### src/rtl/imem_arb_pkg.sv
// Shared types and constants for the instruction/data memory fetch arbiter.
package imem_arb_pkg;

    typedef enum logic [1:0] {
        IDLE = 2'd0,
        READ = 2'd1,
        DONE = 2'd2
    } state_t;

    typedef enum logic {
        IF = 1'b0,
        DM = 1'b1
    } port_t;

    localparam int unsigned BYTES_PER_WORD = 4;
    localparam int unsigned CNT_W          = $clog2(BYTES_PER_WORD);

endpackage

### src/rtl/rr_arbiter2.sv
// Two-way grant decision: a lone requester always wins; on a tie the port
// that did not win last time is chosen.
module rr_arbiter2
    import imem_arb_pkg::*;
(
    input  logic  req_if,
    input  logic  req_dm,
    input  port_t last_grant,
    output port_t grant
);

    always_comb begin
        grant = DM;
        if (req_if && req_dm) begin
            grant = (last_grant == IF) ? DM : IF;
        end else if (req_if) begin
            grant = IF;
        end
    end

endmodule

### src/rtl/imem_fetch_arb.sv
// Shares a byte-wide memory between fetch and load ports, assembling 32-bit
// big-endian words. Define IMEM_ARB_RR_EN for round-robin tie breaking.
module imem_fetch_arb
    import imem_arb_pkg::*;
#(
    parameter int ADDR_W = 10
) (
    input  logic              clk,
    input  logic              rst,
    input  logic              if_req,
    input  logic [31:0]       if_addr,
    output logic              if_ack,
    input  logic              dm_req,
    input  logic [31:0]       dm_addr,
    output logic              dm_ack,
    output logic [31:0]       rdata,
    output logic [ADDR_W-1:0] mem_addr,
    output logic              mem_en,
    input  logic [7:0]        mem_rdata,
    output logic              busy
);

    state_t             state;
    port_t              granted;
    port_t              grant;
    port_t              last_grant;
    logic [ADDR_W-1:0]  base;
    logic [CNT_W-1:0]   cnt;
    logic [23:0]        asm_q;
    logic               addr_hi_unused;

    assign addr_hi_unused = ^{if_addr[31:ADDR_W], dm_addr[31:ADDR_W]};

    rr_arbiter2 u_arb (
        .req_if     (if_req),
        .req_dm     (dm_req),
        .last_grant (last_grant),
        .grant      (grant)
    );

`ifndef IMEM_ARB_RR_EN
    // Pinning the history to IF makes the arbiter hand every tie to DM.
    assign last_grant = IF;
`endif

    // Bytes accumulate in asm_q so rdata keeps the previous word until the
    // final byte lands; ack is registered on the DONE->IDLE edge.
    always_ff @(posedge clk) begin
        if (rst) begin
            state   <= IDLE;
            granted <= DM;
            base    <= '0;
            cnt     <= '0;
            asm_q   <= '0;
            rdata   <= '0;
            if_ack  <= 1'b0;
            dm_ack  <= 1'b0;
`ifdef IMEM_ARB_RR_EN
            last_grant <= DM;
`endif
        end else begin
            if_ack <= 1'b0;
            dm_ack <= 1'b0;
            unique case (state)
                IDLE: begin
                    if (if_req || dm_req) begin
                        granted <= grant;
                        base    <= (grant == DM) ? dm_addr[ADDR_W-1:0]
                                                 : if_addr[ADDR_W-1:0];
                        cnt     <= '0;
                        state   <= READ;
`ifdef IMEM_ARB_RR_EN
                        last_grant <= grant;
`endif
                    end
                end
                READ: begin
                    if (cnt == CNT_W'(BYTES_PER_WORD - 1)) begin
                        rdata <= {asm_q, mem_rdata};
                        state <= DONE;
                    end else begin
                        asm_q <= {asm_q[15:0], mem_rdata};
                    end
                    cnt <= cnt + 1'b1;
                end
                DONE: begin
                    if_ack <= (granted == IF);
                    dm_ack <= (granted == DM);
                    state  <= IDLE;
                end
                default: state <= IDLE;
            endcase
        end
    end

    assign mem_en   = (state == READ);
    assign mem_addr = (state == READ) ? base + ADDR_W'(cnt) : '0;
    assign busy     = (state != IDLE);

endmodule
### config.mk
export PLATFORM = sky130hd
export DESIGN_NAME = imem_fetch_arb
export DESIGN_NICKNAME = d
export VERILOG_FILES = /design/src/rtl/imem_arb_pkg.sv /design/src/rtl/rr_arbiter2.sv /design/src/rtl/imem_fetch_arb.sv
export SDC_FILE = /design/constraint.sdc
export NUM_CORES = 1
export LEC_CHECK = 0
export BUFFER_PORTS_ARGS = -buffer_cell sky130_fd_sc_hd__buf_2
export CAP_MARGIN = 0
export CORE_ASPECT_RATIO = 0.9
export CORE_UTILIZATION = 51
export DETAILED_ROUTE_END_ITERATION = 8
export MAX_ROUTING_LAYER = met4
export PLACE_DENSITY = 0.88
export SETUP_SLACK_MARGIN = 0.05
export SYNTH_ARGS = -nofsm -noshare
export SYNTH_HDL_FRONTEND = slang
export SYNTH_SLANG_ARGS = --single-unit
### constraint.sdc
create_clock -name clk -period 4.15 [get_ports clk]
set_input_delay 0.415 -clock clk [delete_from_list [all_inputs] [get_ports clk]]
set_output_delay 0.415 -clock clk [all_outputs]
set_load 0.03 [all_outputs]
**Word-level counts from Yosys, hierarchy flattened**

Index checks and enable logic that the tools add are counted.

- Multiplexer cells: 9
- Reduce and logical (&&, ||, !) cells: 11
- Bitwise logic cells: 3
- Equal/unequal tests: 5
- Add/subtract/negate cells: 2

Operators with widths:

| cell | count |
|---|---|
| $mux W10 | 2 |
| $add A10 B2 Y10 | 1 |
| $reduce_and A2 Y1 | 5 |
| $pmux W2 S2 | 2 |
| $mux W2 | 3 |
| $eq A2 B2 Y1 const B | 2 |
| $reduce_bool A2 Y1 | 2 |
| $not A1 Y1 | 3 |
| $add A2 B1 Y2 const B | 1 |
| $eq A2 B1 Y1 const B | 1 |
| $logic_not A2 Y1 | 1 |
| $mux W1 | 2 |
| $ne A2 B1 Y1 const B | 1 |
| $ne A2 B2 Y1 const B | 1 |
| $reduce_or A2 Y1 | 1 |
| $logic_and A1 B1 Y1 | 1 |
| $logic_or A1 B1 Y1 | 1 |

- Bits of input ports: 76
- Output and inout bits: 46
- Flip-flop bits (word level): 73

**Logic depth before layout (Yosys ltp)**

- Word-level depth: 3
- Depth in mapped cells: 7
- Gate-level depth less buffers: 5

**Modules after synthesis**

From an unflattened synthesis, not the netlist that was laid out.

- Cell total of the unflattened synthesis: 361
- Area total of the unflattened synthesis: 2952.8 µm²

Modules (own cells, without submodules):

| module | times used | area each (µm²) | cells an instance |
|---|---|---|---|
| imem_fetch_arb | 1 | 2940.3 | 359 |
| rr_arbiter2 | 1 | 12.5 | 2 |

**Worst setup path before layout**

Ideal clock, no wire load.

- Kind: register to output
- Start point: register cnt[1]
- End point: output mem_addr[9]
- Path slack: 1.966 ns
- Cell stages (with the launch flop): 5
- Data arrival time: 1.769 ns
- Buffers on the path: 0
- Path through: dfxtp_1 > ha_1 > a21oi_1 > or4_1 > a21oi_1

- Longest elaborated chain between the ends: 2

Ends and longest elaborated chain:

| item | line | source |
|---|---|---|
| start: declaration | imem_fetch_arb.sv:28 | `logic [CNT_W-1:0] cnt;` |
| start signal: assignment | imem_fetch_arb.sv:84 | `cnt <= cnt + 1'b1;` |
| $add A10 B2 Y10 | imem_fetch_arb.sv:97 | `assign mem_addr = (state == READ) ? base + ADDR_W'(cnt) : '0;` |
| $mux W10 | imem_fetch_arb.sv:97 |  |
| end: declaration | imem_fetch_arb.sv:17 | `output logic [ADDR_W-1:0] mem_addr,` |

Every way passes these cells.

**Worst setup path after layout**

- Start point: register cnt[0]
- End point: output mem_addr[6]

The elaborated chain is that of the path after synthesis.

==> Implementation_results.wiki <==
{| class="wikitable"
! Metric !! Value
|-
| Status || finished clean
|-
| Slew of the pin with the lowest slew margin || 1.14 ns
|-
| Total Routed Length || 6.97 mm
|-
| Final Slew Violations || 0
|-
| Number of global-route vias before repair || 2,462
|-
| Clock root buffer || sky130_fd_sc_hd__clkbuf_8
|-
| Vertical extent of the die || 73.5 um
|-
| Num ports || 122
|-
| Filler cell count || 449
|-
| Setup TNS || 0 ns
|-
| Crit path setup slack, layout || 1.61 ns
|-
| RR Startpoint || cnt[1]
|-
| Most common cell after layout, fill and taps aside || sky130_fd_sc_hd__nand2_1
|-
| Final-report hold violation count || 0
|-
| Final critical-path share of the clock period || 0.611
|-
| Starting density of the core || 0.541
|-
| Total setup buffers inserted after CTS || 0
|-
| Global placer's final weighted congestion || 0.813
|-
| Diodes inserted || 0
|-
| Area after detailed placement || 0.00329 sq mm
|-
| Source-to-sink clock delay at the later pin of the worst-skew pair || 0.35 ns
|-
| Clock Path Buffers || 2
|-
| Final worst path period need || 2.54 ns
|-
| DR vias || 2,774
|-
| Register bit total from synthesis || 73
|-
| Core area || 0.00535 sq mm
|-
| Die X || 81.4 um
|-
| WL/cell || 14.1 um
|-
| Cells taking the most area after synthesis || sky130_fd_sc_hd__dfxtp_1, sky130_fd_sc_hd__nand2_1, sky130_fd_sc_hd__a21oi_1
|-
| Yosys warnings || 0
|-
| Total iterations of the first detailed-routing run || 4
|-
| Num rows || 25
|-
| Post-synth EDFFs || 0
|-
| Post-synthesis cell type with the largest combined area || sky130_fd_sc_hd__dfxtp_1
|-
| Min-Delay Path Class || input port to flip-flop
|-
| Data arrival time of the critical path || 2.12 ns
|-
| CTS buffer count || 9
|-
| Static Leak || 0.00140 uW
|-
| Maximum number of pins on one net before global-route repair || 74
|-
| Peak fanout along the critical path || 4
|-
| DIE AREA || 0.00598 sq mm
|-
| Post-CTS sizing || 0
|-
| Synthesized area divided by synthesized cell count || 8.11 sq um
|-
| Combined global-route utilization of all metal layers || 0.263
|-
| Share of synthesized flip-flops with an asynchronous set or reset || 0
|-
| Setup clock skew after layout || 0.00912 ns
|-
| Number of levels in the clock H-tree || 3
|-
| Area delta synth->final || 19.5%
|-
| Placed wire-length estimate after detailed placement || 4.63 mm
|-
| PD cells || 397 mW/mm^2
|-
| Number of setup violations in the final report || 0
|-
| Source of the worst hold timing path || mem_rdata[0]
|-
| DRC Markers || 0
|-
| Number of hold buffers added after cts || 0
|-
| Highest achievable clock rate || 394 MHz
|-
| Number of antenna violations at the first check in global routing || 0
|-
| Antenna violation net count after detailed routing || 0
|-
| Clock transition at path regs || 0.07 ns
|-
| Sinks on Clock Net || 73
|-
| Clock tree from TritonCTS || yes
|-
| Data required time at the worst endpoint || 3.73 ns
|-
| Category of the worst setup path launch point || flip-flop
|-
| Post-Syn Instances || 357
|-
| Total of max-cap violations || 0
|-
| Worst slew margin || 0.229
|-
| Via density || 5.60
|-
| Design Area, Final || 0.00346 sq mm
|-
| Distinct cell type count of the synthesized netlist || 35
|-
| Layout cells sized above 1 || 0.229
|-
| Worst R2R Setup Slack || 1.84 ns
|-
| Unrepaired setup endpoints after global routing || no
|-
| Endpoint type of the worst setup path || output port
|-
| Mapped cell area || 0.00290 sq mm
|-
| Post-placement worst setup slack || 1.89 ns
|-
| Flip-flop cell with the highest count after synthesis || sky130_fd_sc_hd__dfxtp_1
|-
| Maximum resistive drop on vdd || 225 uV
|-
| Drt initial violations || 185
|-
| Category of the critical setup timing path || flip-flop to output port
|-
| Fin nets || 504
|-
| Critical Path Source || cnt[0]
|-
| Fraction of post-synthesis cell area in the top cell type by area || 0.505
|-
| Leading cell types in the layout, fill and taps excluded || sky130_fd_sc_hd__nand2_1, sky130_fd_sc_hd__buf_2, sky130_fd_sc_hd__dfxtp_1
|-
| Number of buffers added on ports || 77
|-
| Congestion Overflow GR || 0
|-
| First-pass GRT wire length || 11.4 mm
|-
| Synthesized Nets || 437
|-
| Sequential-to-total area share from yosys stat || 0.505
|}
## state kept, by name, summed over array words and instances, names as in the netlist
name     cells
granted      1
base        10
asm_q       24
state        2
if_ack       1
dm_ack       1
rdata       32
cnt          2
## cell usage after synthesis, types with 2 or more instances
cell                       count
sky130_fd_sc_hd__nand2_1      91
sky130_fd_sc_hd__dfxtp_1      73
sky130_fd_sc_hd__a21oi_1      65
sky130_fd_sc_hd__o21ai_0      26
sky130_fd_sc_hd__clkbuf_1     13
sky130_fd_sc_hd__inv_1        12
sky130_fd_sc_hd__buf_2        11
sky130_fd_sc_hd__a221oi_1     10
sky130_fd_sc_hd__o22ai_1      10
sky130_fd_sc_hd__nand2b_1      4
sky130_fd_sc_hd__nor2_1        4
sky130_fd_sc_hd__ha_1          3
sky130_fd_sc_hd__nand3_1       3
sky130_fd_sc_hd__and2_1        2
sky130_fd_sc_hd__clkbuf_2      2
sky130_fd_sc_hd__nand4_1       2
sky130_fd_sc_hd__o211ai_1      2
sky130_fd_sc_hd__o21a_1        2
sky130_fd_sc_hd__o21ai_1       2
sky130_fd_sc_hd__o31ai_1       2
sky130_fd_sc_hd__or3_1         2
sky130_fd_sc_hd__or4_1         2
sky130_fd_sc_hd__xnor2_1       2
## metrics by stage
step	total power (uW)	utilization	hold WS (ns)	instances
after floorplan	848	-	0.417	357
after global placement	888	0.615	0.433	480
after detailed placement	894	0.615	0.435	480
after CTS	1380	0.647	0.313	495
after global routing	1430	0.647	0.322	495
final	1370	0.647	0.321	495
## logic make-up (layout without fill, tap and decap cells)
logic type	count (synthesis)	in the layout	share of synthesized area
DFF	73	73	0.505
xor gates and xnor gates	2	2	0.00605
and+or+nand+nor	118	118	0.179
buffers and inverters	39	110	0.0562
adders and majority gates	4	4	0.0199
AOI/OAI and AO/OA	121	121	0.234
## where the power goes
group | total (uW) | switching, uW | internal [uW]
Combinational | 137 | 88.7 | 48.0
Sequential | 745 | 22.9 | 722
Clock | 492 | 245 | 247
Total | 1370 | 357 | 1020
## routing by layer
layer  global-route usage  routed length, um  vias up  part of all wire
met3               0.0696                519        9             0.074
li1                     -                  -     1359                 -
met5                    -                  0        -                 0
met2                0.410               3410      103              0.49
met1                0.315               2930     1303              0.42
met4                0.123                106        0             0.015
## area by class of cell
cell class	instances	area, sq um	share of cell area
clock buffers	13	159	0.0459
clock inverters	2	13.8	0.00398
repair buffers	82	423	0.122
well taps	67	83.8	0.0242
inverters	13	48.8	0.0141
multi-input cells	245	1270	0.367
flip-flops and latches	73	1460	0.422
## final timing paths
check / end / cells past startpoint
hold / removal: rdata[0] / 3
setup reg to reg: rdata[14] / 5
setup / recovery: mem_addr[6] / 6
hold reg to reg: rdata[31] / 2
## worst max-delay path, stage by stage (launching register included)
cell and delay, ns:
sky130_fd_sc_hd__dfxtp_1 0.38, sky130_fd_sc_hd__ha_1 0.23, sky130_fd_sc_hd__fa_1 0.26, sky130_fd_sc_hd__nand4_1 0.17
sky130_fd_sc_hd__or3_1 0.36, sky130_fd_sc_hd__a21oi_1 0.17, sky130_fd_sc_hd__buf_2 0.22
Power figures use the tool's default switching activity.
